==> config.mk <==
export PLATFORM = sky130hd
export DESIGN_NAME = tdoa_capture_packetizer
export DESIGN_NICKNAME = d
export VERILOG_FILES = /design/src/rtl/tdoa_pkg.sv /design/src/rtl/trigger_sync.sv /design/src/rtl/tdoa_capture_packetizer.sv
export SDC_FILE = /design/constraint.sdc
export NUM_CORES = 1
export LEC_CHECK = 0
export BUFFER_PORTS_ARGS = -buffer_cell sky130_fd_sc_hd__buf_2
export CAP_MARGIN = 20
export CORE_MARGIN = 2
export CORE_UTILIZATION = 55
export DETAILED_ROUTE_END_ITERATION = 12
export GPL_TIMING_DRIVEN = 0
export PLACE_DENSITY = 0.83
export SYNTH_ARGS = -nofsm -noshare
export SYNTH_HDL_FRONTEND = slang
export SYNTH_SLANG_ARGS = --single-unit
==> constraint.sdc <==
create_clock -name clk -period 6.04 [get_ports clk]
set_input_delay 0 -clock clk [delete_from_list [all_inputs] [get_ports clk]]
set_output_delay 0 -clock clk [all_outputs]
set_load 0.005 [all_outputs]
==> src/rtl/tdoa_pkg.sv <==
// Shared types and constants for the TDOA capture/framing engine.
package tdoa_pkg;

  typedef enum logic [2:0] {
    ST_IDLE,
    ST_ARMED,
    ST_CAPTURE,
    ST_SEND,
    ST_HOLDOFF
  } state_t;

  localparam logic [7:0] FRAME_HDR = 8'hA5;

  // Header, sequence, mask, N_CH timestamps, checksum.
  function automatic int unsigned frame_len(input int unsigned n_ch, input int unsigned ts_w);
    return 4 + n_ch * (ts_w / 8);
  endfunction

endpackage

==> src/rtl/trigger_sync.sv <==
// Two-flop synchronizer followed by a rising-edge detector (one-cycle pulse).
module trigger_sync (
  input  logic clk,
  input  logic reset,
  input  logic d,
  output logic pulse
);

  logic [2:0] sh;

  always_ff @(posedge clk or posedge reset) begin
    if (reset) sh <= '0;
    else       sh <= {sh[1:0], d};
  end

  assign pulse = sh[1] & ~sh[2];

endmodule

==> src/rtl/tdoa_capture_packetizer.sv <==
// N-channel first-edge timestamp capture with checksummed byte-frame output
// over a valid/ready interface.
module tdoa_capture_packetizer
  import tdoa_pkg::*;
#(
  parameter int unsigned N_CH    = 4,
  parameter int unsigned TS_W    = 32,
  parameter int unsigned TIMEOUT = 100000,
  parameter int unsigned HOLDOFF = 1000
) (
  input  logic            clk,
  input  logic            reset,
  input  logic [N_CH-1:0] trigg,
  input  logic [N_CH-1:0] ch_enable,
  input  logic            arm,
  output logic [7:0]      tx_byte,
  output logic            tx_valid,
  input  logic            tx_ready,
  output logic            busy,
  output logic [7:0]      frame_seq
);

  localparam int unsigned NB   = TS_W / 8;
  localparam int unsigned FLEN = frame_len(N_CH, TS_W);
  localparam int unsigned IW   = $clog2(FLEN);
  localparam int unsigned HW   = $clog2(HOLDOFF + 1);
  localparam logic [TS_W-1:0] TS_LAST = TS_W'(TIMEOUT - 1);

  if (N_CH < 1 || N_CH > 8 || TS_W < 8 || TS_W > 32 || (TS_W % 8) != 0 ||
      TIMEOUT < 2 || 64'(TIMEOUT) > ((64'd1 << TS_W) - 64'd1) || HOLDOFF < 1) begin : g_param_check
    $error("tdoa_capture_packetizer: parameter out of range");
  end

  state_t            state, state_nxt;
  logic [N_CH-1:0]   edge_p, hit, en_q, captured;
  logic [TS_W-1:0]   ts_q [N_CH];
  logic [TS_W-1:0]   counter;
  logic [HW-1:0]     hold_cnt;
  logic [IW-1:0]     idx;
  logic [7:0]        csum, byte_mux;
  logic              xfer, last_byte;

  for (genvar g = 0; g < N_CH; g++) begin : g_sync
    trigger_sync u_sync (
      .clk   (clk),
      .reset (reset),
      .d     (trigg[g]),
      .pulse (edge_p[g])
    );
  end

  assign hit = edge_p & en_q & ~captured;

  always_ff @(posedge clk or posedge reset) begin
    if (reset) state <= ST_IDLE;
    else       state <= state_nxt;
  end

  always_comb begin
    state_nxt = state;
    xfer      = (state == ST_SEND) && tx_ready;
    last_byte = (idx == IW'(FLEN - 1));
    tx_valid  = (state == ST_SEND);
    tx_byte   = (state == ST_SEND) ? byte_mux : 8'h00;
    case (state)
      ST_IDLE:    if (arm) state_nxt = ST_ARMED;
      // All enabled channels edging together closes the event without a CAPTURE cycle.
      ST_ARMED:   if (!arm || en_q == '0) state_nxt = ST_IDLE;
                  else if (hit != '0)     state_nxt = (hit == en_q) ? ST_SEND : ST_CAPTURE;
      ST_CAPTURE: if ((captured | hit) == en_q || counter == TS_LAST) state_nxt = ST_SEND;
      ST_SEND:    if (xfer && last_byte) state_nxt = ST_HOLDOFF;
      ST_HOLDOFF: if (hold_cnt == HW'(HOLDOFF - 1)) state_nxt = ST_IDLE;
      default:    state_nxt = ST_IDLE;
    endcase
  end

  // Checksum byte is the running XOR, so it is the fall-through case.
  always_comb begin
    byte_mux = csum;
    if (idx == IW'(0))      byte_mux = FRAME_HDR;
    else if (idx == IW'(1)) byte_mux = frame_seq;
    else if (idx == IW'(2)) byte_mux = 8'(captured);
    else begin
      for (int unsigned c = 0; c < N_CH; c++)
        for (int unsigned b = 0; b < NB; b++)
          if (idx == IW'(3 + c * NB + b)) byte_mux = ts_q[c][TS_W-1-8*b -: 8];
    end
  end

  always_ff @(posedge clk or posedge reset) begin
    if (reset) begin
      en_q      <= '0;
      captured  <= '0;
      counter   <= '0;
      hold_cnt  <= '0;
      idx       <= '0;
      csum      <= '0;
      busy      <= 1'b0;
      frame_seq <= '0;
      for (int unsigned c = 0; c < N_CH; c++) ts_q[c] <= '1;
    end else begin
      busy <= (state != ST_IDLE);
      case (state)
        ST_IDLE: begin
          idx  <= '0;
          csum <= '0;
          if (arm) begin
            en_q     <= ch_enable;
            captured <= '0;
            for (int unsigned c = 0; c < N_CH; c++) ts_q[c] <= '1;
          end
        end
        ST_ARMED: if (state_nxt == ST_CAPTURE || state_nxt == ST_SEND) begin
          counter  <= TS_W'(1);
          captured <= hit;
          for (int unsigned c = 0; c < N_CH; c++) if (hit[c]) ts_q[c] <= '0;
        end
        ST_CAPTURE: begin
          counter  <= counter + TS_W'(1);
          captured <= captured | hit;
          for (int unsigned c = 0; c < N_CH; c++) if (hit[c]) ts_q[c] <= counter;
        end
        ST_SEND: if (xfer) begin
          csum <= csum ^ tx_byte;
          idx  <= idx + IW'(1);
          if (last_byte) begin
            frame_seq <= frame_seq + 8'd1;
            hold_cnt  <= '0;
          end
        end
        ST_HOLDOFF: hold_cnt <= hold_cnt + HW'(1);
        default: ;
      endcase
    end
  end

endmodule

### Word-level counts from Yosys, hierarchy flattened

Cells that the tools add are included.

* register bits after elaboration: 215
* output and inout port bits: 18
* logic and storage cells: 151

* $add $sub $neg: 4
* eq/ne operators: 41
* multiplexer cells: 51
* bitwise operators: 13
* reduce and logical (&&, ||, !) cells: 25

Operators with widths (count)
* 128-bit one-hot mux with 3 select lines: 1
* 32-bit 2-to-1 mux: 9
* 128-bit 2-to-1 mux: 2
* 8-bit 2-to-1 mux: 21
* 32-bit one-hot mux with 2 select lines: 1
* 5-bit by 4-bit == test with 1-bit output, second input constant: 8
* 32-bit by 1-bit adder with 32-bit output, second input constant: 1
* 32-bit by 17-bit == test with 1-bit output, second input constant: 1
* 5-bit by 3-bit == test with 1-bit output, second input constant: 4
* 5-bit == test, second input constant: 4
* 10-bit 2-to-1 mux: 2
* 2-bit != test, second input constant: 10
* 10-bit one-hot mux with 2 select lines: 1
* 5-bit AND reduction: 4
* 3-bit 2-to-1 mux: 6
* 8-bit one-hot mux with 2 select lines: 1
* 3-bit one-hot mux with 5 select lines: 1
* 3-bit by 2-bit == test with 1-bit output, second input constant: 4
* 4-bit one-hot mux with 3 select lines: 1
* 10-bit by 1-bit adder with 10-bit output, second input constant: 1
* 10-bit == test, second input constant: 1
* 5-bit by 2-bit == test with 1-bit output, second input constant: 2
* 5-bit one-hot mux with 2 select lines: 1
* 3-bit AND reduction: 3
* 26 further kinds: 44

### Depth between registers and ports, before layout

* depth in word-level cells: 24
* depth in mapped cells: 12

### Modules after synthesis

A second synthesis with hierarchy kept.

* cell total of the unflattened synthesis: 1242
* area, all modules: 11274.6 um^2

Modules (own cells, without submodules)
* tdoa_capture_packetizer: instances 1, cells each 1222, area each 10904.2 um^2
* trigger_sync: instances 4, cells each 5, area each 92.6 um^2

### Worst setup path after synthesis

OpenSTA, ideal clock, no wires.

* kind: reg2reg
* start point: reg idx[0]
* end point: reg csum[3]
* data arrival time: 2.707 ns
* required time: 5.961 ns
* path slack: 3.254 ns
* cell stages (with the launch flop): 12
* buffers on the path: 4
* clock period less this slack: 2.786 ns
* cells stage by stage: dfrtp_1 ha_1 clkbuf_1 clkbuf_1 and3_1 ha_1 clkbuf_1 clkbuf_1 o211ai_1 nor3b_1 a211oi_2 mux2i_1

* cells in the longest elaborated chain, start to end: 24
* elaborated cells between the ends (all ways): 42

RTL lines
* start, declared: line tdoa_capture_packetizer.sv:39 `logic [IW-1:0] idx;`
* start signal, assigned: line tdoa_capture_packetizer.sv:125 `idx <= idx + IW'(1);`
* 5-bit by 2-bit == test with 1-bit output: line tdoa_capture_packetizer.sv:86 `if (idx == IW'(3 + c * NB + b)) byte_mux = ts_q[c][TS_W-1-8*b -: 8];`
* 8-bit 2-to-1 mux (16 in a row): line tdoa_capture_packetizer.sv:86
* 8-bit 2-to-1 mux: line tdoa_capture_packetizer.sv:82 `else if (idx == IW'(2)) byte_mux = 8'(captured);`
* 8-bit 2-to-1 mux: line tdoa_capture_packetizer.sv:81 `else if (idx == IW'(1)) byte_mux = frame_seq;`
* 8-bit 2-to-1 mux (*): line tdoa_capture_packetizer.sv:80 `if (idx == IW'(0)) byte_mux = FRAME_HDR;`
* 8-bit 2-to-1 mux (*): line tdoa_capture_packetizer.sv:64 `tx_byte = (state == ST_SEND) ? byte_mux : 8'h00;`
* 8-bit XOR (*): line tdoa_capture_packetizer.sv:124 `csum <= csum ^ tx_byte;`
* 8-bit 2-to-1 mux (*): line tdoa_capture_packetizer.sv:123 `ST_SEND: if (xfer) begin`
* 8-bit one-hot mux with 2 select lines (*): line tdoa_capture_packetizer.sv:103 `case (state)`
* end signal, assigned: line tdoa_capture_packetizer.sv:124
* end, declared: line tdoa_capture_packetizer.sv:40 `logic [7:0] csum, byte_mux;`

Every way passes the cells marked *; elsewhere a longest branch is shown, timed or not. The select of a mux whose other input is x is not followed.
A chain may end at the register's enable or synchronous reset.

### Final worst setup path

* start point: reg idx[0]
* end point: out tx_byte[6]

* cells in the longest elaborated chain, start to end: 21
* elaborated cells between the ends (all ways): 39

RTL lines
* 5-bit by 2-bit == test with 1-bit output: line tdoa_capture_packetizer.sv:86
* 8-bit 2-to-1 mux (16 in a row): line tdoa_capture_packetizer.sv:86
* 8-bit 2-to-1 mux: line tdoa_capture_packetizer.sv:82
* 8-bit 2-to-1 mux: line tdoa_capture_packetizer.sv:81
* 8-bit 2-to-1 mux (*): line tdoa_capture_packetizer.sv:80
* 8-bit 2-to-1 mux (*): line tdoa_capture_packetizer.sv:64
* end, declared: line tdoa_capture_packetizer.sv:16 `output logic [7:0] tx_byte,`

Every way passes the cells marked *; elsewhere a longest branch is shown, timed or not.

==> out/summary.txt <==
wire per inst -> 23.5 um
M2 GR Usage -> 50.7%
Design Area, Final -> 12700 sq um
Mapped Nets -> 1220
Die Wd -> 146 um
final layout net count -> 1299
Min-Delay Path Class -> in2async
GR Util All Layers -> 34.4%
outcome -> complete, no violations
synth top area cells -> dfstp_2 (30%), dfrtp_1 (20%), nand2_1 (6.8%)
Synth top area share -> 30.2%
GRT met1 Usage -> 48.2%
Die Height -> 146 um
placed inst area -> 11700 sq um
routed via count -> 10200
Routed Antenna Nets -> 0
Setup Fix Bufs, Post-CTS -> 0
initial antenna violation count -> 0
clk_lat worst skew -> 0.54 ns
yosys warns -> 0
Rows -> 52
cell taking the most area after synthesis -> dfstp_2
sequential area share after synthesis -> 49.8%
routed vias/inst -> 6.52
minimum clock period after layout -> 4.56 ns
CP startpoint -> idx[0]
first-pass GRT wire length -> 56900 um
final hold viol count -> 0
Fin Hold WS -> 0.113 ns
Synth Register Bits -> 215
clk buf depth -> 3
data required time of the worst path -> 6.04 ns
PwrDens -> 548 nW/um^2
vias in the first global route -> 9573
Routed WL -> 36900 um
Clock Sinks -> 215
Util after Layout -> 63.3%
Cells after Synth -> 1200
Worst EP arrival -> 4.56 ns
first-pass detailed-route iteration total -> 6
HPWL Detailed -> 26900 um
DP Cell Count -> 1510
TritonCTS buffer count -> 25
starting density of the core -> 55.6%
met3 usage -> 8.53%
pin count of the biggest net entering global routing -> 140
LEAKAGE -> 0.00519 uW
IO Count -> 30
Crit Path Category -> reg2out
Final Max Tran Viols -> 0
Root Driver -> clkbuf_16
Ant. Diodes -> 0
routability cong. -> 1.05
FFs w/ async S/R, synth -> 100%
fin cells -> 1568
critical path startpoint category -> flop
sum of negative setup slack -> 0 ns
full die area -> 21400 sq um
Most Crowded Layer GR -> met2
CTS tree -> yes
CP Capture Type -> primary output
clock skew -> 0.0149 ns
normalized max-slew margin -> 16.3%
mapped cell area -> 11100 sq um
period utilization -> 75.5%
RSZ-0062 raised after global routing -> no
fill cell count -> 1656
CTS clk-pin slew, worst paths -> 0.07 ns
path depth of the worst reg2reg path -> 11
RR Startpoint -> idx[0]
starting DRC count in detailed routing -> 1454
worst vdd ir -> 287 uV
final setup violating endpoints -> 0
DRC Markers -> 0
grt ovf -> 0
max cap viols -> 0
fraction of layout cells with a size suffix above 1 -> 23.3%
worst slew pin tran -> 1.24 ns
IO buf count -> 29
Avg Inst Size Synth -> 9.28 sq um
H-tree levels -> 1
Max FO, Critical Path -> 10
Syn-to-layout area delta -> 13.9%
Post-synth EDFFs -> 0
number of distinct library cells after synthesis -> 91
Core ar. -> 20000 sq um
most frequent cell after synthesis -> nand2_1
commonest cells in the netlist -> nand2_1 (201), o21ai_0 (142), dfstp_2 (128)
fmax -> 219 MHz
Main synth FF type -> dfstp_2
## per-layer routing
layer	wire (um)	up-vias	part of all wire [%]
met5	0	-	0
met4	2170	0	5.9
met3	4590	145	12
met2	15600	662	42
met1	14500	4889	39
li1	-	4525	-
## worst paths after layout
path | endpoint | slack, ns
max in group asynchronous | hold_cnt[9] | 4.94
setup reg to reg | csum[6] | 1.85
hold / removal | idx[3] | 0.11
min in group clk | g_sync[3].u_sync.sh[0] | 0.11
setup / recovery | tx_byte[6] | 1.48
hold reg to reg | g_sync[0].u_sync.sh[1] | 0.34
## flip-flops by register name, summed over array words and instances (netlist names)
register          cells
idx                   5
frame_seq             8
g_sync.u_sync.sh     12
csum                  8
ts_q                128
captured              4
busy                  1
state                 3
hold_cnt             10
counter              32
en_q                  4
## critical path, cell delays in order, from the launching register on
cell and delay, ns:
dfrtp_1 0.46, ha_1 0.28, clkbuf_1 0.45, clkbuf_1 0.57
and3_1 0.25, ha_1 0.20, clkbuf_1 0.41, clkbuf_1 0.45
o211ai_1 0.17, a31oi_1 0.54, nor2_1 0.10, buf_2 0.15
## per-stage QoR
stage | power (uW) | setup slack (ns)
CTS | 6810 | 1.61
global route | 7250 | 1.40
global placement | 5090 | -1.84
detailed placement | 5250 | 2.08
floorplan | 4160 | 0.373
finish | 6950 | 1.48
## repair_timing
| item | CTS | global route |
|---|---|---|
| hold buffers | 11 | 0 |
| resized for setup | 0 | 0 |
| hold endpoints to repair | 88 | 0 |
## final cells by class
| type | instances | area (sq um) | area share, % |
|---|---|---|---|
| plain buffers | 75 | 372 | 2.93 |
| clock buffers | 34 | 731 | 5.76 |
| clock inverters | 12 | 121 | 0.957 |
| inverters | 24 | 97.6 | 0.769 |
| multi-input cells | 886 | 5130 | 40.4 |
| flip-flops and latches | 215 | 5540 | 43.7 |
| well taps | 270 | 338 | 2.66 |
| repair buffers | 52 | 355 | 2.80 |
## logic make-up after synthesis
group / count (synthesis) / synth area share [%]
flops: 215 / 49.8
buf+inv: 99 / 4.15
mux: 21 / 1.97
compound gates: 392 / 21.5
xor+xnor: 22 / 1.73
fa+ha+maj: 8 / 0.899
simple gates: 443 / 20.0
## power by group
group | internal (uW) | switching, uW | total [uW]
combinational | 749 | 1740 | 2490
sequential | 2360 | 538 | 2900
clock | 935 | 632 | 1570
total | 4040 | 2910 | 6950
## layout by cell type, fill, tap and decap left out, drive strengths merged, types with 5 or more instances in the layout
cell type | netlist | final
buf | 52 | 93
nor4 | 5 | 5
nand4bb | 6 | 6
a22oi | 5 | 5
nand2 | 201 | 201
or3 | 7 | 7
o22ai | 13 | 13
a21oi | 41 | 41
nand2b | 7 | 7
dfrtp | 87 | 87
dlygate4sd3 | 0 | 11
nor3b | 11 | 11
ha | 8 | 8
xor2 | 14 | 14
o211ai | 11 | 11
a41oi | 5 | 5
a32oi | 5 | 5
or2 | 6 | 6
o21ai | 224 | 224
o221ai | 8 | 8
nand3 | 47 | 47
mux2i | 14 | 14
and3 | 10 | 10
nor2b | 18 | 18
xnor2 | 8 | 8
clkinv | 0 | 6
clkbuf | 23 | 57
dfstp | 128 | 128
mux2 | 7 | 7
inv | 24 | 27
nor2 | 63 | 63
a211oi | 9 | 9
or3b | 5 | 5
nor3 | 16 | 16
a31oi | 10 | 10
o31ai | 13 | 13
nand4 | 15 | 15
No activity file was read; power rests on OpenSTA's default activity.
